## src/rtl/bp_stream_mmio_arbiter_pkg.sv

```systemverilog
// Shared types and helpers for the host stream MMIO arbiter.
package bp_stream_mmio_arbiter_pkg;

   typedef enum logic {
      e_idle = 1'b0,
      e_lock = 1'b1
   } arb_state_e;

   // Width needed to count 0..n-1, never narrower than one bit.
   function automatic int cnt_width(input int n);
      return (n <= 2) ? 1 : $clog2(n);
   endfunction

endpackage

```

## src/rtl/bsg_fifo_1r1w_small.sv

```systemverilog
// Small first-word-fall-through FIFO; a word written at an edge is readable the next cycle.
module bsg_fifo_1r1w_small
   import bp_stream_mmio_arbiter_pkg::*;
#(
   parameter int width_p = 1,
   parameter int els_p   = 8
)
(
   input  logic               clk_i,
   input  logic               reset_i,
   input  logic               v_i,
   output logic               ready_o,
   input  logic [width_p-1:0] data_i,
   output logic               v_o,
   output logic [width_p-1:0] data_o,
   input  logic               yumi_i
);

   localparam int ptr_w = cnt_width(els_p);
   localparam int cnt_w = $clog2(els_p + 1);

   logic [width_p-1:0] mem_reg [els_p];
   logic [ptr_w-1:0]   wptr_reg, rptr_reg;
   logic [cnt_w-1:0]   count_reg;
   logic               enq, deq;

   assign ready_o = (count_reg != cnt_w'(els_p));
   assign v_o     = (count_reg != '0);
   assign data_o  = mem_reg[rptr_reg];
   assign enq     = v_i & ready_o;
   assign deq     = yumi_i & v_o;

   always_ff @(posedge clk_i) begin
      if (enq) mem_reg[wptr_reg] <= data_i;
   end

   always_ff @(posedge clk_i) begin
      if (reset_i) begin
         wptr_reg  <= '0;
         rptr_reg  <= '0;
         count_reg <= '0;
      end else begin
         if (enq) wptr_reg <= (wptr_reg == ptr_w'(els_p - 1)) ? '0 : wptr_reg + 1'b1;
         if (deq) rptr_reg <= (rptr_reg == ptr_w'(els_p - 1)) ? '0 : rptr_reg + 1'b1;
         if (enq & ~deq)      count_reg <= count_reg + 1'b1;
         else if (deq & ~enq) count_reg <= count_reg - 1'b1;
      end
   end

endmodule

```

## src/rtl/bp_stream_mmio_arbiter.sv

```systemverilog
// Shares one host stream link between several stream MMIO requesters: whole-packet
// round-robin on the command side, issue-order routing of read responses on the return side.
module bp_stream_mmio_arbiter
   import bp_stream_mmio_arbiter_pkg::*;
#(
   parameter int num_req_p           = 2,
   parameter int stream_data_width_p = 32,
   parameter int pkt_words_p         = 2,
   parameter int resp_words_p        = 2,
   parameter int order_els_p         = 8
)
(
   input  logic                                   clk_i,
   input  logic                                   reset_i,
   input  logic [num_req_p-1:0]                   req_v_i,
   input  logic [num_req_p*stream_data_width_p-1:0] req_data_i,
   input  logic [num_req_p-1:0]                   req_resp_i,
   output logic [num_req_p-1:0]                   req_yumi_o,
   output logic                                   stream_v_o,
   output logic [stream_data_width_p-1:0]         stream_data_o,
   input  logic                                   stream_yumi_i,
   input  logic                                   stream_v_i,
   input  logic [stream_data_width_p-1:0]         stream_data_i,
   output logic                                   stream_ready_o,
   output logic [num_req_p-1:0]                   resp_v_o,
   output logic [stream_data_width_p-1:0]         resp_data_o,
   input  logic [num_req_p-1:0]                   resp_ready_i
);

   localparam int gnt_w  = $clog2(num_req_p);
   localparam int wcnt_w = cnt_width(pkt_words_p);
   localparam int rcnt_w = cnt_width(resp_words_p);

   arb_state_e                   state_reg, state_next;
   logic [gnt_w-1:0]             gnt_reg, gnt_next, rr_ptr_reg, rr_ptr_next;
   logic [gnt_w-1:0]             pick_idx, cur_gnt, head;
   logic [gnt_w:0]               scan_idx;
   logic [wcnt_w-1:0]            word_cnt_reg, word_cnt_next;
   logic [rcnt_w-1:0]            resp_cnt_reg, resp_cnt_next;
   logic [stream_data_width_p-1:0] req_data_arr [num_req_p];
   logic pick_v, grant_v, fwd_v, fwd_yumi, queue_ready, queue_v, push, pop, resp_xfer;

   // First valid requester at or after rr_ptr, wrapping around.
   always_comb begin
      pick_v   = 1'b0;
      pick_idx = '0;
      scan_idx = '0;
      for (int i = 0; i < num_req_p; i++) begin
         scan_idx = {1'b0, rr_ptr_reg} + (gnt_w+1)'(i);
         if (scan_idx >= (gnt_w+1)'(num_req_p)) scan_idx = scan_idx - (gnt_w+1)'(num_req_p);
         if (!pick_v && req_v_i[scan_idx[gnt_w-1:0]]) begin
            pick_v   = 1'b1;
            pick_idx = scan_idx[gnt_w-1:0];
         end
      end
   end

   assign cur_gnt       = (state_reg == e_lock) ? gnt_reg : pick_idx;
   assign grant_v       = (state_reg == e_lock) | (pick_v & queue_ready);
   assign fwd_v         = ~reset_i & grant_v & req_v_i[cur_gnt];
   assign fwd_yumi      = fwd_v & stream_yumi_i;
   assign stream_v_o    = fwd_v;
   assign stream_data_o = req_data_arr[cur_gnt];
   assign push          = fwd_yumi & (state_reg == e_idle) & req_resp_i[cur_gnt];

   assign stream_ready_o = ~reset_i & queue_v & resp_ready_i[head];
   assign resp_xfer      = stream_v_i & stream_ready_o;
   assign pop            = resp_xfer & (resp_cnt_reg == rcnt_w'(resp_words_p - 1));
   assign resp_data_o    = stream_data_i;

   genvar gi;
   generate
      for (gi = 0; gi < num_req_p; gi++) begin : g_req
         assign req_data_arr[gi] = req_data_i[gi*stream_data_width_p +: stream_data_width_p];
         assign req_yumi_o[gi]   = fwd_yumi & (cur_gnt == gnt_w'(gi));
         assign resp_v_o[gi]     = ~reset_i & queue_v & stream_v_i & (head == gnt_w'(gi));
      end
   endgenerate

   bsg_fifo_1r1w_small #(
      .width_p (gnt_w),
      .els_p   (order_els_p)
   ) order_fifo (
      .clk_i   (clk_i),
      .reset_i (reset_i),
      .v_i     (push),
      .ready_o (queue_ready),
      .data_i  (cur_gnt),
      .v_o     (queue_v),
      .data_o  (head),
      .yumi_i  (pop)
   );

   always_comb begin
      state_next    = state_reg;
      gnt_next      = gnt_reg;
      rr_ptr_next   = rr_ptr_reg;
      word_cnt_next = word_cnt_reg;
      resp_cnt_next = resp_cnt_reg;
      case (state_reg)
         e_idle: if (fwd_yumi) begin
            gnt_next = cur_gnt;
            if (pkt_words_p == 1) begin
               rr_ptr_next = (cur_gnt == gnt_w'(num_req_p - 1)) ? '0 : cur_gnt + 1'b1;
            end else begin
               word_cnt_next = wcnt_w'(1);
               state_next    = e_lock;
            end
         end
         e_lock: if (fwd_yumi) begin
            if (word_cnt_reg == wcnt_w'(pkt_words_p - 1)) begin
               state_next    = e_idle;
               word_cnt_next = '0;
               rr_ptr_next   = (gnt_reg == gnt_w'(num_req_p - 1)) ? '0 : gnt_reg + 1'b1;
            end else begin
               word_cnt_next = word_cnt_reg + 1'b1;
            end
         end
         default: state_next = e_idle;
      endcase
      if (resp_xfer) resp_cnt_next = pop ? '0 : resp_cnt_reg + 1'b1;
   end

   always_ff @(posedge clk_i) begin
      if (reset_i) begin
         state_reg    <= e_idle;
         gnt_reg      <= '0;
         rr_ptr_reg   <= '0;
         word_cnt_reg <= '0;
         resp_cnt_reg <= '0;
      end else begin
         state_reg    <= state_next;
         gnt_reg      <= gnt_next;
         rr_ptr_reg   <= rr_ptr_next;
         word_cnt_reg <= word_cnt_next;
         resp_cnt_reg <= resp_cnt_next;
      end
   end

endmodule

```

## config.mk

```make
export PLATFORM = sky130hd
export DESIGN_NAME = bp_stream_mmio_arbiter
export DESIGN_NICKNAME = d
export VERILOG_FILES = /design/src/rtl/bp_stream_mmio_arbiter_pkg.sv /design/src/rtl/bsg_fifo_1r1w_small.sv /design/src/rtl/bp_stream_mmio_arbiter.sv
export SDC_FILE = /design/constraint.sdc
export NUM_CORES = 1
export LEC_CHECK = 0
export ABC_AREA = 1
export BUFFER_PORTS_ARGS = -buffer_cell sky130_fd_sc_hd__buf_2
export CAP_MARGIN = 40
export CORE_MARGIN = 2
export CORE_UTILIZATION = 38
export DETAILED_ROUTE_END_ITERATION = 7
export GPL_ROUTABILITY_DRIVEN = 0
export PLACE_DENSITY_LB_ADDON = 0.12
export SYNTH_ARGS = -nofsm -noshare
export SYNTH_HDL_FRONTEND = slang
export SYNTH_SLANG_ARGS = --single-unit
export TNS_END_PERCENT = 20
```

## constraint.sdc

```tcl
create_clock -name clk_i -period 3.3 [get_ports clk_i]
set_clock_uncertainty 0.15 [all_clocks]
set_input_delay 0.66 -clock clk_i [delete_from_list [all_inputs] [get_ports clk_i]]
set_output_delay 0.66 -clock clk_i [all_outputs]
set_load 0.01 [all_outputs]
```

# == After elaboration in Yosys (flattened, before gate mapping) ==
# Memories as Yosys holds them, arrays and structs flattened. A register that Yosys moved wholly into a read port is not among the register bits.
# Index checks and enable logic that the tools add are counted.
# totals
reg_bits,15
ram_bits,8
input_bits,106
output_inout_bits,70
elab_cells,103
mem_count,1
# op_classes
addsub,10
order_cmp,7
eq_ne,5
n_mux,38
bitwise,27
n_reduce_logical,7
# mem_list
name,words,word_bits,rd,rd_ports_with_merged_regs,write_ports,line_no,source
order_fifo.mem_reg,8,1,1,1,1,bsg_fifo_1r1w_small.sv:22,logic [width_p-1:0] mem_reg [els_p];
# ops
cell,count
$mux 32,3
$mux 1,27
$and 1x1->1,19
$mux 3,4
$lt 1x2->1 const B,4
$mux 4,2
$add 3x1->3 const B,2
$eq 3x3->1 const B,2
$not 1->1,6
$add 4x1->4 const B,1
$ge 2x2->1 const B,2
$ne 4x4->1 const B,1
$pmux 1 s2,2
$reduce_and 2->1,2
$reduce_bool 4->1,1
$sub 4x1->4 const B,1
$add 1x1->1 const B,3
$reduce_and 3->1,1
$add 1x1->2 const B,1
$ge 1x2->1 const B,1
$ne 2x1->1 const B,1
$ne 2x2->1 const B,1
$not 1->2,1
$reduce_bool 2->1,1
4 further kinds,5

# == Depth between registers and ports, before layout ==
# Gate-level depths: netlist of run 1.
# depth
depth_word,20
mapped_depth,21
mapped_depth_nobuf,21

# == Cells and area by module ==
# A second synthesis of run 1 with hierarchy kept.
# hier_totals
cells_unflattened,316
hier_area_um2,2047.0
# modules_own_cells
module,instances,cells_per_inst,area_each_um2,seq_area_each_um2
bsg_fifo_1r1w_small,1,123,1032.2,500.5
bp_stream_mmio_arbiter,1,193,1014.7,100.1

# == Worst setup path before layout of run 1 ==
# No wires, ideal clock.
# synth_timing
kind,in2reg
startpoint,in req_v_i[0]
endpoint,reg order_fifo.count_reg[3]
setup_ps,119
arrival_ps,2531
required_ps,3031
setup_slack_ps,499
path_stages,20
path_buffers,0
path_cell_list,nand2_1 > nand3_1 > nand2_1 > nor2_1 > nor2_2 > nand2_2 > inv_2 > nand3_4 > inv_4 > ha_1 > inv_1 > ha_1 > nand2_1 > nand2_1 > a21oi_1 > nor2_1 > nor2_1 > nand2_1 > o21ai_0 > a21oi_1
# synth_between
elab_chain_len,17
elab_cells_between_ends,28
cone_classes,mux (14); bitwise (11); reduce/logical (3)
# synth_rtl
item,line_no,source
"start, declared",bp_stream_mmio_arbiter.sv:15,"input logic [num_req_p-1:0] req_v_i,"
$mux 1 (not written as such) (2 in a row),bp_stream_mmio_arbiter.sv:51,if (!pick_v && req_v_i[scan_idx[gnt_w-1:0]]) begin
$mux 1,bp_stream_mmio_arbiter.sv:51,
$logic_not 1->1,bp_stream_mmio_arbiter.sv:51,
$logic_and 1x1->1,bp_stream_mmio_arbiter.sv:51,
$mux 1,bp_stream_mmio_arbiter.sv:51,
$and 1x1->1 or $mux 1 (tied branches),"bp_stream_mmio_arbiter.sv:59, bp_stream_mmio_arbiter.sv:58",
$or 1x1->1 or $mux 1 (tied branches),"bp_stream_mmio_arbiter.sv:59, bp_stream_mmio_arbiter.sv:60",
$and 1x1->1 or $mux 1 (tied branches),bp_stream_mmio_arbiter.sv:60,assign fwd_v = ~reset_i & grant_v & req_v_i[cur_gnt];
$and 1x1->1 *,bp_stream_mmio_arbiter.sv:60,
net stream_v_o,bp_stream_mmio_arbiter.sv:19,"output logic stream_v_o,"
$and 1x1->1 *,bp_stream_mmio_arbiter.sv:61,assign fwd_yumi = fwd_v & stream_yumi_i;
$and 1x1->1 * (2 in a row),bp_stream_mmio_arbiter.sv:64,assign push = fwd_yumi & (state_reg == e_idle) & req_resp_i[cur_gnt];
$and 1x1->1 *,bsg_fifo_1r1w_small.sv:30,assign enq = v_i & ready_o;
net order_fifo.enq,bsg_fifo_1r1w_small.sv:25,"logic enq, deq;"
$not 1->1,bsg_fifo_1r1w_small.sv:46,else if (deq & ~enq) count_reg <= count_reg - 1'b1;
$and 1x1->1,bsg_fifo_1r1w_small.sv:46,
$reduce_bool 2->1 (no source line),-,
"end signal, assigned",bsg_fifo_1r1w_small.sv:45,if (enq & ~deq) count_reg <= count_reg + 1'b1;
"end signal, assigned",bsg_fifo_1r1w_small.sv:46,
"end, declared",bsg_fifo_1r1w_small.sv:24,logic [cnt_w-1:0] count_reg;
# The timed path passes the listed nets; every way through them passes the cells marked *. The select of a mux whose other input is x is not followed.
# A chain may end at the register's enable or synchronous reset.

# == Final worst setup path of run 1 ==
# layout_timing
startpoint,in req_v_i[0]
endpoint,reg order_fifo.count_reg[3]
# layout_between
elab_chain_len,17
elab_cells_between_ends,28
cone_classes,mux (14); bitwise (11); reduce/logical (3)
# layout_rtl
item,line_no
$mux 1 (not written as such) (2 in a row),bp_stream_mmio_arbiter.sv:51
$mux 1,bp_stream_mmio_arbiter.sv:51
$logic_not 1->1,bp_stream_mmio_arbiter.sv:51
$logic_and 1x1->1,bp_stream_mmio_arbiter.sv:51
$mux 1,bp_stream_mmio_arbiter.sv:51
$and 1x1->1 or $mux 1 (tied branches),"bp_stream_mmio_arbiter.sv:59, bp_stream_mmio_arbiter.sv:58"
$or 1x1->1 or $mux 1 (tied branches),"bp_stream_mmio_arbiter.sv:59, bp_stream_mmio_arbiter.sv:60"
$and 1x1->1 or $mux 1 (tied branches),bp_stream_mmio_arbiter.sv:60
$and 1x1->1,bp_stream_mmio_arbiter.sv:60
$and 1x1->1,bp_stream_mmio_arbiter.sv:61
$and 1x1->1,bp_stream_mmio_arbiter.sv:64
$and 1x1->1 *,bp_stream_mmio_arbiter.sv:64
$and 1x1->1 *,bsg_fifo_1r1w_small.sv:30
net order_fifo.enq,bsg_fifo_1r1w_small.sv:25
$not 1->1,bsg_fifo_1r1w_small.sv:46
$and 1x1->1,bsg_fifo_1r1w_small.sv:46
$reduce_bool 2->1 (no source line),-
# Marks and branches as above.

==> summary.txt, run 1 <==
Outcome
  – Status: completed

Cells and area
  – Nets: 514
  – Layout cells sized above 1: 32.8%
  – Area grow syn2layout: 22.9%
  – Commonest non-fill, non-tap cells in the layout: nand2_1, buf_2, nor2_1
  – Fill count: 566
  – Ant. Diodes: 0
  – Most common cell after layout, fill and taps aside: nand2_1

Global routing
  – Initial antenna violation count: 0
  – GRT overflow: 0
  – Number of global-route vias before repair: 2052
  – First-pass GRT wire length: 8.74 mm
  – GRT Total Usage: 17.6%
  – Largest net degree at the start of global routing: 34

Synth
  – Post-Synth XOR/XNOR Area: 0.435%
  – Syn Inst Count: 321
  – Syn Area/Cell: 6.28 µm²
  – Synth Area in Compound Gates: 5.09%
  – Synth warnings: 0
  – Ys async rst share: 0%
  – Syn Nets: 435
  – Main synth FF type: dfxtp_1
  – Post-synth EDFFs: 8
  – Simple-gate portion of the synthesized area: 39.0%
  – Post-synthesis sequential area ratio: 29.8%
  – Largest family of logic cells by synthesized area: simple AND/OR/NAND/NOR gates
  – Synth Area in Adders: 5.34%
  – Synth unique cells: 28
  – Number of synthesized register bits: 26
  – Mux cell area share after synthesis: 0%
  – Post-Syn Area: 2020 µm²

Die
  – Site Rows: 26
  – Die area: 5900 µm²
  – Core area: 5110 µm²
  – Initial Util: 39.5%
  – Die height: 76.8 µm
  – I/O pin count: 176
  – Die W: 76.8 µm

STA
  – Final TNS setup: 0 ns
  – Worst hold slack: 0.308 ns
  – RSZ-0062 raised after global routing: false
  – Fmax: 343 MHz
  – Fin. Hold Viols: 0
  – Setup-failing EPs final: 0
  – Tightest Pin Transition: 0.382 ns
  – Pins Over Slew Limit: 0
  – Final Cycle Share: 88.4%
  – Crit path time final: 2.92 ns
  – Slew headroom: 74.5%

Setup path
  – R2r endpoint: order_fifo.count_reg[3]
  – Reg2Reg Depth: 20
  – R2r startpoint: state_reg
  – Worst endpoint required time: 3.32 ns
  – Crit-path max FO: 5
  – Setup Crit Path Kind: in2reg
  – Crit. End Element: flip-flop
  – Setup crit start kind: input port
  – Worst EP arrival: 2.94 ns
  – FF-to-FF setup slack: 0.44 ns

Clocking
  – Postcts setup bufs: 0
  – Sink Count: 26
  – CTS tree: done
  – CTS Buf Count: 3
  – Clock Tree Root: clkbuf_8
  – Clk_lat worst skew: 0.27 ns
  – Post-CTS Resized: 0
  – Clk slew on worst S/H paths: 0.09 ns
  – CTS Hold Bufs: 0
  – Max Root-Sink Buffers: 2
  – H-tree level count: 1

Pwr
  – Peak VDD IR: 0.000159 V
  – Leak: 0.00141 µW
  – Power consumption: 837 µW
  – Pwr/cell area: 338 nW/µm²

Routing
  – Initial detailed-routing violation count: 60
  – Vias per inst: 4.48
  – DR DRC count: 0
  – Drt pass-1 iters: 4
  – WL final: 5.00 mm
  – Remaining antenna violation count: 0
  – DR vias: 2099
  – Avg WL per Cell: 10.7 µm

Worst hold path
  – Worst min path class: reg2reg
  – Hold Path End: word_cnt_reg
  – Worst Hold Path Cells: 2
  – Min-delay src: word_cnt_reg

Placed design
  – Port bufs: 111
  – Placed wire-length estimate: 4.07 mm

Run
  – Max-Cap Viols: 0
[cell families (layout without fill, tap and decap cells)]
group,Yosys count,in the layout
DFF,26,26
buffers and inverters,75,153
xor gates and xnor gates,1,1
AOI/OAI and AO/OA,18,18
and+or+nand+nor,193,193
adders and majority gates,8,8
[worst max-delay path: stages]
cell,delay (ns)
buf_2,0.11
nand2_1,0.06
nand3_1,0.06
nand2_1,0.19
nor2_1,0.08
nor2_2,0.11
nand2_2,0.11
inv_2,0.10
nand3_4,0.09
inv_4,0.09
ha_1,0.19
inv_1,0.10
ha_1,0.29
nand2_1,0.06
nand2_1,0.04
a21oi_1,0.19
nor2_1,0.06
nor2_1,0.08
nand2_1,0.07
o21ai_0,0.14
a21oi_1,0.05
[power breakdown]
group / switching [µW] / internal, µW / leakage (µW) / total (µW)
combinational: 129 / 98.1 / 0.00115 / 227
clock: 103 / 162 / 0.0000357 / 265
sequential: 7.77 / 338 / 0.000219 / 345
total: 239 / 598 / 0.00141 / 837
[routing by layer]
layer	GRT usage [%]	vias to the layer above	part of all wire, %
li1	-	1105	-
met1	19.9	907	42
met2	32.5	83	50
met3	4.12	4	7.2
met4	5.27	0	1.2
met5	0	-	0
[final cells by class]
cell class	instances	area, µm²	area share [%]
sequential	26	601	24.2
clock buffer	3	41.3	1.67
multi-input combinational	220	1010	40.6
timing repair buffer	114	578	23.3
inverter	35	134	5.40
clock inverter	1	30.0	1.21
tap	70	87.6	3.54
[worst max path at each step]
stage               startpoint                       to  slack (ns)  cells after the start
global route        req_v_i[0]  order_fifo.count_reg[3]        0.02                     21
detailed placement  req_v_i[0]  order_fifo.count_reg[3]        0.14                     21
finish              req_v_i[0]  order_fifo.count_reg[3]        0.38                     21
floorplan           req_v_i[0]  order_fifo.count_reg[3]        0.50                     20
global placement    req_v_i[0]  order_fifo.count_reg[3]        0.23                     21
CTS                 req_v_i[0]  order_fifo.count_reg[3]        0.39                     21
[through the flow]
step | area [µm²] | utilization (%) | worst slack [ns] | std cells
2_1_floorplan | 2020 | - | 0.499 | 321
3_3_place_gp | 2410 | 47.1 | 0.227 | 465
3_5_place_dp | 2410 | 47.1 | 0.136 | 465
4_1_cts | 2480 | 48.5 | 0.391 | 469
5_1_grt | 2480 | 48.5 | 0.0209 | 469
6_report | 2480 | 48.5 | 0.383 | 469
[Yosys cell counts, types with 2 or more instances]
cell type	number	area [µm²]
inv_2	3	11.3
dfxtp_1	18	360
nand2_1	134	503
a21oi_1	8	40.0
nor2_1	36	135
buf_2	4	20.0
buf_4	32	240
nor3_1	2	10.0
inv_1	31	116
nand4_1	3	18.8
nand2_2	3	18.8
ha_1	7	87.6
nand3_1	10	50.1
o21ai_0	7	35.0
clkbuf_1	3	11.3
edfxtp_1	8	240
Note: power is estimated with default switching activity, not from simulation.
==> inputs of run 2 (changes only) <==
- CTS_CLUSTER_DIAMETER: not set -> 100
- RECOVER_POWER: not set -> 50
==> summary.txt, run 2 (synthesis gave the netlist of run 1 again) <==
Pwr
  – Gate power share: 27.0% (about the same)
  – P_sw: 239 µW (-0.15%)
  – Clock power share: 31.7% (about the same)
  – Leak: 0.00141 µW (-0.22%)
  – Sequential Power Share: 41.3% (about the same)
  – Peak VDD IR: 0.000158 V (-0.15%)
  – Pwr/cell area: 339 nW/µm² (+0.19%)
  – Sw frac: 28.6% (about the same)
  – P_int: 598 µW (about the same)

Routing
  – Vias per inst: 4.49 (+0.29%)
  – Remaining antenna violation count: 0 (unchanged)
  – DR vias: 2105 (+0.29%)
  – DR DRC count: 0 (unchanged)
  – Avg WL per Cell: 10.6 µm (-0.16%)
  – Initial detailed-routing violation count: 57 (-5.0%)
  – WL final: 4.99 mm (-0.16%)
  – Drt pass-1 iters: 4 (unchanged)

Setup path
  – Worst endpoint required time: 3.32 ns (about the same)
  – Reg2Reg Depth: 20 (unchanged)
  – Crit-path max FO: 5 (unchanged)
  – R2r startpoint: state_reg
  – Crit path launch: req_v_i[0]
  – Worst EP arrival: 2.92 ns (-0.02 ns)
  – FF-to-FF setup slack: 0.44 ns (about the same)
  – Critical path, cell by cell: clkbuf_1, nand2_1, nand3_1, nand2_1, nor2_1, nor2_2, nand2_2, inv_2, nand3_4, inv_4, ha_1, inv_1, ha_1, nand2_1, nand2_1, a21oi_1, nor2_1, nor2_1, nand2_1, o21ai_0, a21oi_1
  – Setup crit start kind: input port
  – Most frequent CP cell: nand2_1
  – Worst path slowest cell: ha_1
  – Setup Crit Path Kind: in2reg
  – Slowest cell delay on critical path: 0.29 ns (about the same)
  – R2r endpoint: order_fifo.count_reg[3]
  – Crit path to: order_fifo.count_reg[3]
  – Crit. End Element: flip-flop

Placed design
  – Port bufs: 111 (unchanged)
  – Placed wire-length estimate: 4.07 mm (unchanged)
  – Placed instance count: 465 (unchanged)

Clocking
  – CTS Hold Bufs: 0 (unchanged)
  – Clock Tree Root: clkbuf_8
  – CTS tree: done
  – Clk_lat worst skew: 0.27 ns (about the same)
  – Post-CTS Resized: 0 (unchanged)
  – Clk slew on worst S/H paths: 0.09 ns (about the same)
  – Max Root-Sink Buffers: 2 (unchanged)
  – H-tree level count: 1 (unchanged)
  – Postcts setup bufs: 0 (unchanged)
  – Sink Count: 26 (unchanged)
  – CTS Buf Count: 3 (unchanged)

Cells and area
  – Commonest non-fill, non-tap cells in the layout: nand2_1, buf_2, nor2_1
  – Area grow syn2layout: 22.6%
  – Fill count: 567 (+0.18%)
  – Nets: 514 (unchanged)
  – Fin cells: 469 (unchanged)
  – Most common cell after layout, fill and taps aside: nand2_1
  – Ant. Diodes: 0 (unchanged)
  – Layout cells sized above 1: 32.1% (-0.75 points)
  – Final design utilization: 48.4% (-0.12 points)

Global routing
  – GRT overflow: 0 (unchanged)
  – Largest net degree at the start of global routing: 34 (unchanged)
  – Number of global-route vias before repair: 2052 (unchanged)
  – GRT Total Usage: 17.6% (unchanged)
  – First-pass GRT wire length: 8.74 mm (unchanged)
  – Initial antenna violation count: 0 (unchanged)

Worst hold path
  – Min-delay src: word_cnt_reg
  – Worst min path class: reg2reg

Die
  – Die W: 76.8 µm (unchanged)
  – Site Rows: 26 (unchanged)
  – Die area: 5900 µm² (unchanged)
  – Core area: 5110 µm² (unchanged)
  – Initial Util: 39.5% (unchanged)
  – I/O pin count: 176 (unchanged)
  – Die height: 76.8 µm (unchanged)

Run
  – Max-Cap Viols: 0 (unchanged)

STA
  – Final TNS setup: 0 ns (unchanged)
  – Setup-failing EPs final: 0 (unchanged)
  – Crit path time final: 2.90 ns (-0.0171 ns)
  – Final Cycle Share: 87.9% (-0.52 points)
  – Pins Over Slew Limit: 0 (unchanged)
  – RSZ-0062 raised after global routing: false
  – Fmax: 345 MHz (+0.59%)
  – Fin. Hold Viols: 0 (unchanged)
  – Slew headroom: 74.5% (about the same)
  – Tightest Pin Transition: 0.382 ns (-0.000138 ns)
  – Worst hold slack: 0.308 ns (+0.0000200 ns)

Outcome
  – Status: completed
run 2: cell count changes in the layout (fill, tap and decap cells not counted):
cell	change
buf_2	-1
clkbuf_1	+1
inv_1	+1
inv_2	-1
nand3_1	+1
nand3_2	-1
run 2: worst min-delay path by stage:
stage | slack, ns | to | cells after the start
final | 0.31 | word_cnt_reg | 2
after global placement | 0.30 | word_cnt_reg | 2
after floorplan | 0.27 | word_cnt_reg | 2
after CTS | 0.30 | word_cnt_reg | 2
after global routing | 0.32 | word_cnt_reg | 2
after detailed placement | 0.29 | word_cnt_reg | 2
run 2: cell type report:
cell class                      count  area [µm²]  share of cell area, %
Clock inverter                      1        30.0                   1.22
Tap cell                           70        87.6                   3.54
Inverter                           35         134                   5.42
Sequential cell                    26         601                   24.3
Timing Repair Buffer              114         577                   23.3
Multi-Input combinational cell    220        1000                   40.5
Clock buffer                        3        41.3                   1.67
run 2: power groups by stage:
| stage | logic (µW) | registers, µW | clock network, µW |
|---|---|---|---|
| after floorplan | 164 | 351 | 0 |
| after global placement | 228 | 353 | 0 |
| after detailed placement | 229 | 353 | 0 |
| after CTS | 230 | 345 | 275 |
| after global routing | 261 | 347 | 283 |
| final | 226 | 345 | 265 |
run 2: worst max-delay path, delay by kind of cell:
kind                       cells  cell delay (ns)
and+or+nand+nor               12             1.01
buffers and inverters          4             0.37
adders and majority gates      2             0.48
AOI/OAI and AO/OA              3             0.37
run 2: layer usage:
| metal | global-route usage [%] | share of wire, % |
|---|---|---|
| met1 | 19.9 | 41 |
| met2 | 32.5 | 50 |
| met3 | 4.12 | 7.2 |
| met4 | 5.27 | 1.3 |
| met5 | 0 | 0 |
run 2: stage by stage:
step / total power, µW / setup WS, ns / area (µm²)
after floorplan: 514 / 0.499 / 2020
after global placement: 581 / 0.227 / 2410
after detailed placement: 581 / 0.136 / 2410
after CTS: 851 / 0.391 / 2480
after global routing: 891 / 0.0271 / 2470
final: 837 / 0.400 / 2470
==> inputs of run 3 (changes only) <==
==> constraint.sdc (replaced) <==
create_clock -name clk_i -period 3.3 [get_ports clk_i]
set_clock_uncertainty 0.15 [all_clocks]
set_input_delay 0.825 -clock clk_i [delete_from_list [all_inputs] [get_ports clk_i]]
set_output_delay 0.825 -clock clk_i [all_outputs]
set_load 0.01 [all_outputs]
==> summary.txt, run 3 (synthesis gave the netlist of run 1 again) <==
Routing
  – WL final: 4.86 mm (-2.6%)
  – Avg WL per Cell: 10.3 µm (-2.8%)
  – DR DRC count: 0 (unchanged)
  – Vias per inst: 4.38 (-2.4%)
  – Drt pass-1 iters: 4 (unchanged)
  – DR vias: 2058 (-2.2%)
  – Remaining antenna violation count: 0 (unchanged)
  – Initial detailed-routing violation count: 49 (-14%)

Cells and area
  – Most common cell after layout, fill and taps aside: nand2_1
  – Fill count: 534 (-5.8%)
  – Fin cells: 470 (+0.21%)
  – Nets: 515 (+0.19%)
  – Commonest non-fill, non-tap cells in the layout: nand2_1, buf_2, nor2_1
  – Layout cells sized above 1: 32.0% (-0.080 points)
  – Area grow syn2layout: 23.5%
  – Ant. Diodes: 0 (unchanged)

Die
  – Site Rows: 26 (unchanged)
  – Die area: 5900 µm² (unchanged)
  – Core area: 5110 µm² (unchanged)
  – I/O pin count: 176 (unchanged)
  – Die height: 76.8 µm (unchanged)
  – Die W: 76.8 µm (unchanged)
  – Initial Util: 39.5% (unchanged)

Pwr
  – Power consumption: 839 µW (+0.27%)
  – Leak: 0.00142 µW (+0.75%)
  – Pwr/cell area: 337 nW/µm² (-0.49%)
  – Peak VDD IR: 0.000156 V (-1.5%)

Setup path
  – Crit. End Element: primary output
  – Worst EP arrival: 2.04 ns (-0.88 ns)
  – R2r endpoint: order_fifo.count_reg[3]
  – Setup crit start kind: input port
  – Setup Crit Path Kind: in2out
  – Worst endpoint required time: 2.32 ns (-1.00 ns)
  – Slowest cell delay on critical path: 0.22 ns (-0.07 ns)
  – Worst path slowest cell: buf_4
  – FF-to-FF setup slack: 0.56 ns (+0.12 ns)
  – Critical path, cell by cell: clkbuf_1, nand2_1, nand3_1, nand2_1, buf_4, buf_4, inv_1, buf_12, nor2_1, buf_2
  – Crit-path max FO: 33 (+28)
  – Reg2Reg Depth: 20 (unchanged)

Outcome
  – Status: completed

Clocking
  – Sink Count: 26 (unchanged)
  – Clk slew on worst S/H paths: 0.10 ns (about the same)
  – Postcts setup bufs: 0 (unchanged)
  – Clk_lat worst skew: 0.27 ns (about the same)
  – CTS Hold Bufs: 0 (unchanged)
  – Clock Tree Root: clkbuf_8
  – Post-CTS Resized: 0 (unchanged)
  – CTS Buf Count: 3 (unchanged)
  – CTS tree: done
  – Max Root-Sink Buffers: 2 (unchanged)
  – H-tree level count: 1 (unchanged)

Global routing
  – First-pass GRT wire length: 8.33 mm (-4.7%)
  – Number of global-route vias before repair: 1992 (-2.9%)
  – GRT overflow: 0 (unchanged)
  – GRT Total Usage: 16.8% (-0.85 points)
  – Initial antenna violation count: 0 (unchanged)
  – Largest net degree at the start of global routing: 34 (unchanged)

Placed design
  – Port bufs: 111 (unchanged)
  – Placed instance count: 466 (+0.22%)
  – Placed wire-length estimate: 4.08 mm (+0.17%)

STA
  – Final TNS setup: 0 ns (unchanged)
  – Crit path time final: 3.01 ns (+0.110 ns)
  – Final Cycle Share: 91.2% (+3.3 points)
  – Slew headroom: 74.4% (-0.077 points)
  – Fin. Hold Viols: 0 (unchanged)
  – RSZ-0062 raised after global routing: false
  – Pins Over Slew Limit: 0 (unchanged)
  – Worst hold slack: 0.304 ns (-0.00322 ns)
  – Tightest Pin Transition: 0.383 ns (+0.00115 ns)
  – Setup-failing EPs final: 0 (unchanged)
  – Fmax: 332 MHz (-3.7%)

Worst hold path
  – Hold Path End: word_cnt_reg
  – Min-delay src: word_cnt_reg
  – Worst Hold Path Cells: 2 (unchanged)
  – Worst min path class: reg2reg

Run
  – Max-Cap Viols: 0 (unchanged)
run 3: worst max-delay path by stage:
stage	from	endpoint	slack, ns	cells past startpoint
2_1_floorplan	req_v_i[0]	order_fifo.count_reg[3]	0.33	20
3_3_place_gp	reset_i	order_fifo.count_reg[3]	0.20	16
3_5_place_dp	req_v_i[0]	order_fifo.count_reg[3]	0.13	21
4_1_cts	req_v_i[0]	req_yumi_o[1]	0.24	10
5_1_grt	reset_i	order_fifo.count_reg[3]	0.09	16
6_report	req_v_i[0]	req_yumi_o[1]	0.29	10
run 3: critical path, delay by kind of cell:
family	cells	cell delay [ns]
buffers and inverters	6	0.87
AND/OR/NAND/NOR	4	0.34
run 3: layout make-up:
cell class | count | area [µm²] | share of cell area (%)
sequential | 26 | 601 | 24.1
clock inverter | 1 | 30.0 | 1.21
clock buffer | 3 | 41.3 | 1.66
multi-input combinational | 220 | 1000 | 40.2
timing repair buffer | 115 | 596 | 23.9
inverter | 35 | 134 | 5.38
tap | 70 | 87.6 | 3.52
run 3: layer usage:
layer  part of all wire (%)  vias up  global-route usage [%]
li1                       -     1101                       -
met1                     42      878                    19.5
met2                     51       77                    31.4
met3                    7.1        2                    3.65
met4                   0.56        0                    3.27
met5                      0        -                       0
run 3: report_power, final:
group / total, µW / switching [µW] / internal [µW]
Combinational: 229 / 128 / 101
Sequential: 345 / 7.43 / 338
Clock: 265 / 103 / 162
run 3: per-stage QoR:
stage,util (%),area [µm²],setup slack (ns)
after floorplan,-,2020,0.334
final,48.8,2490,0.289
after global routing,48.8,2490,0.0854
after global placement,47.5,2430,0.197
after detailed placement,47.5,2430,0.132
after CTS,48.9,2500,0.238
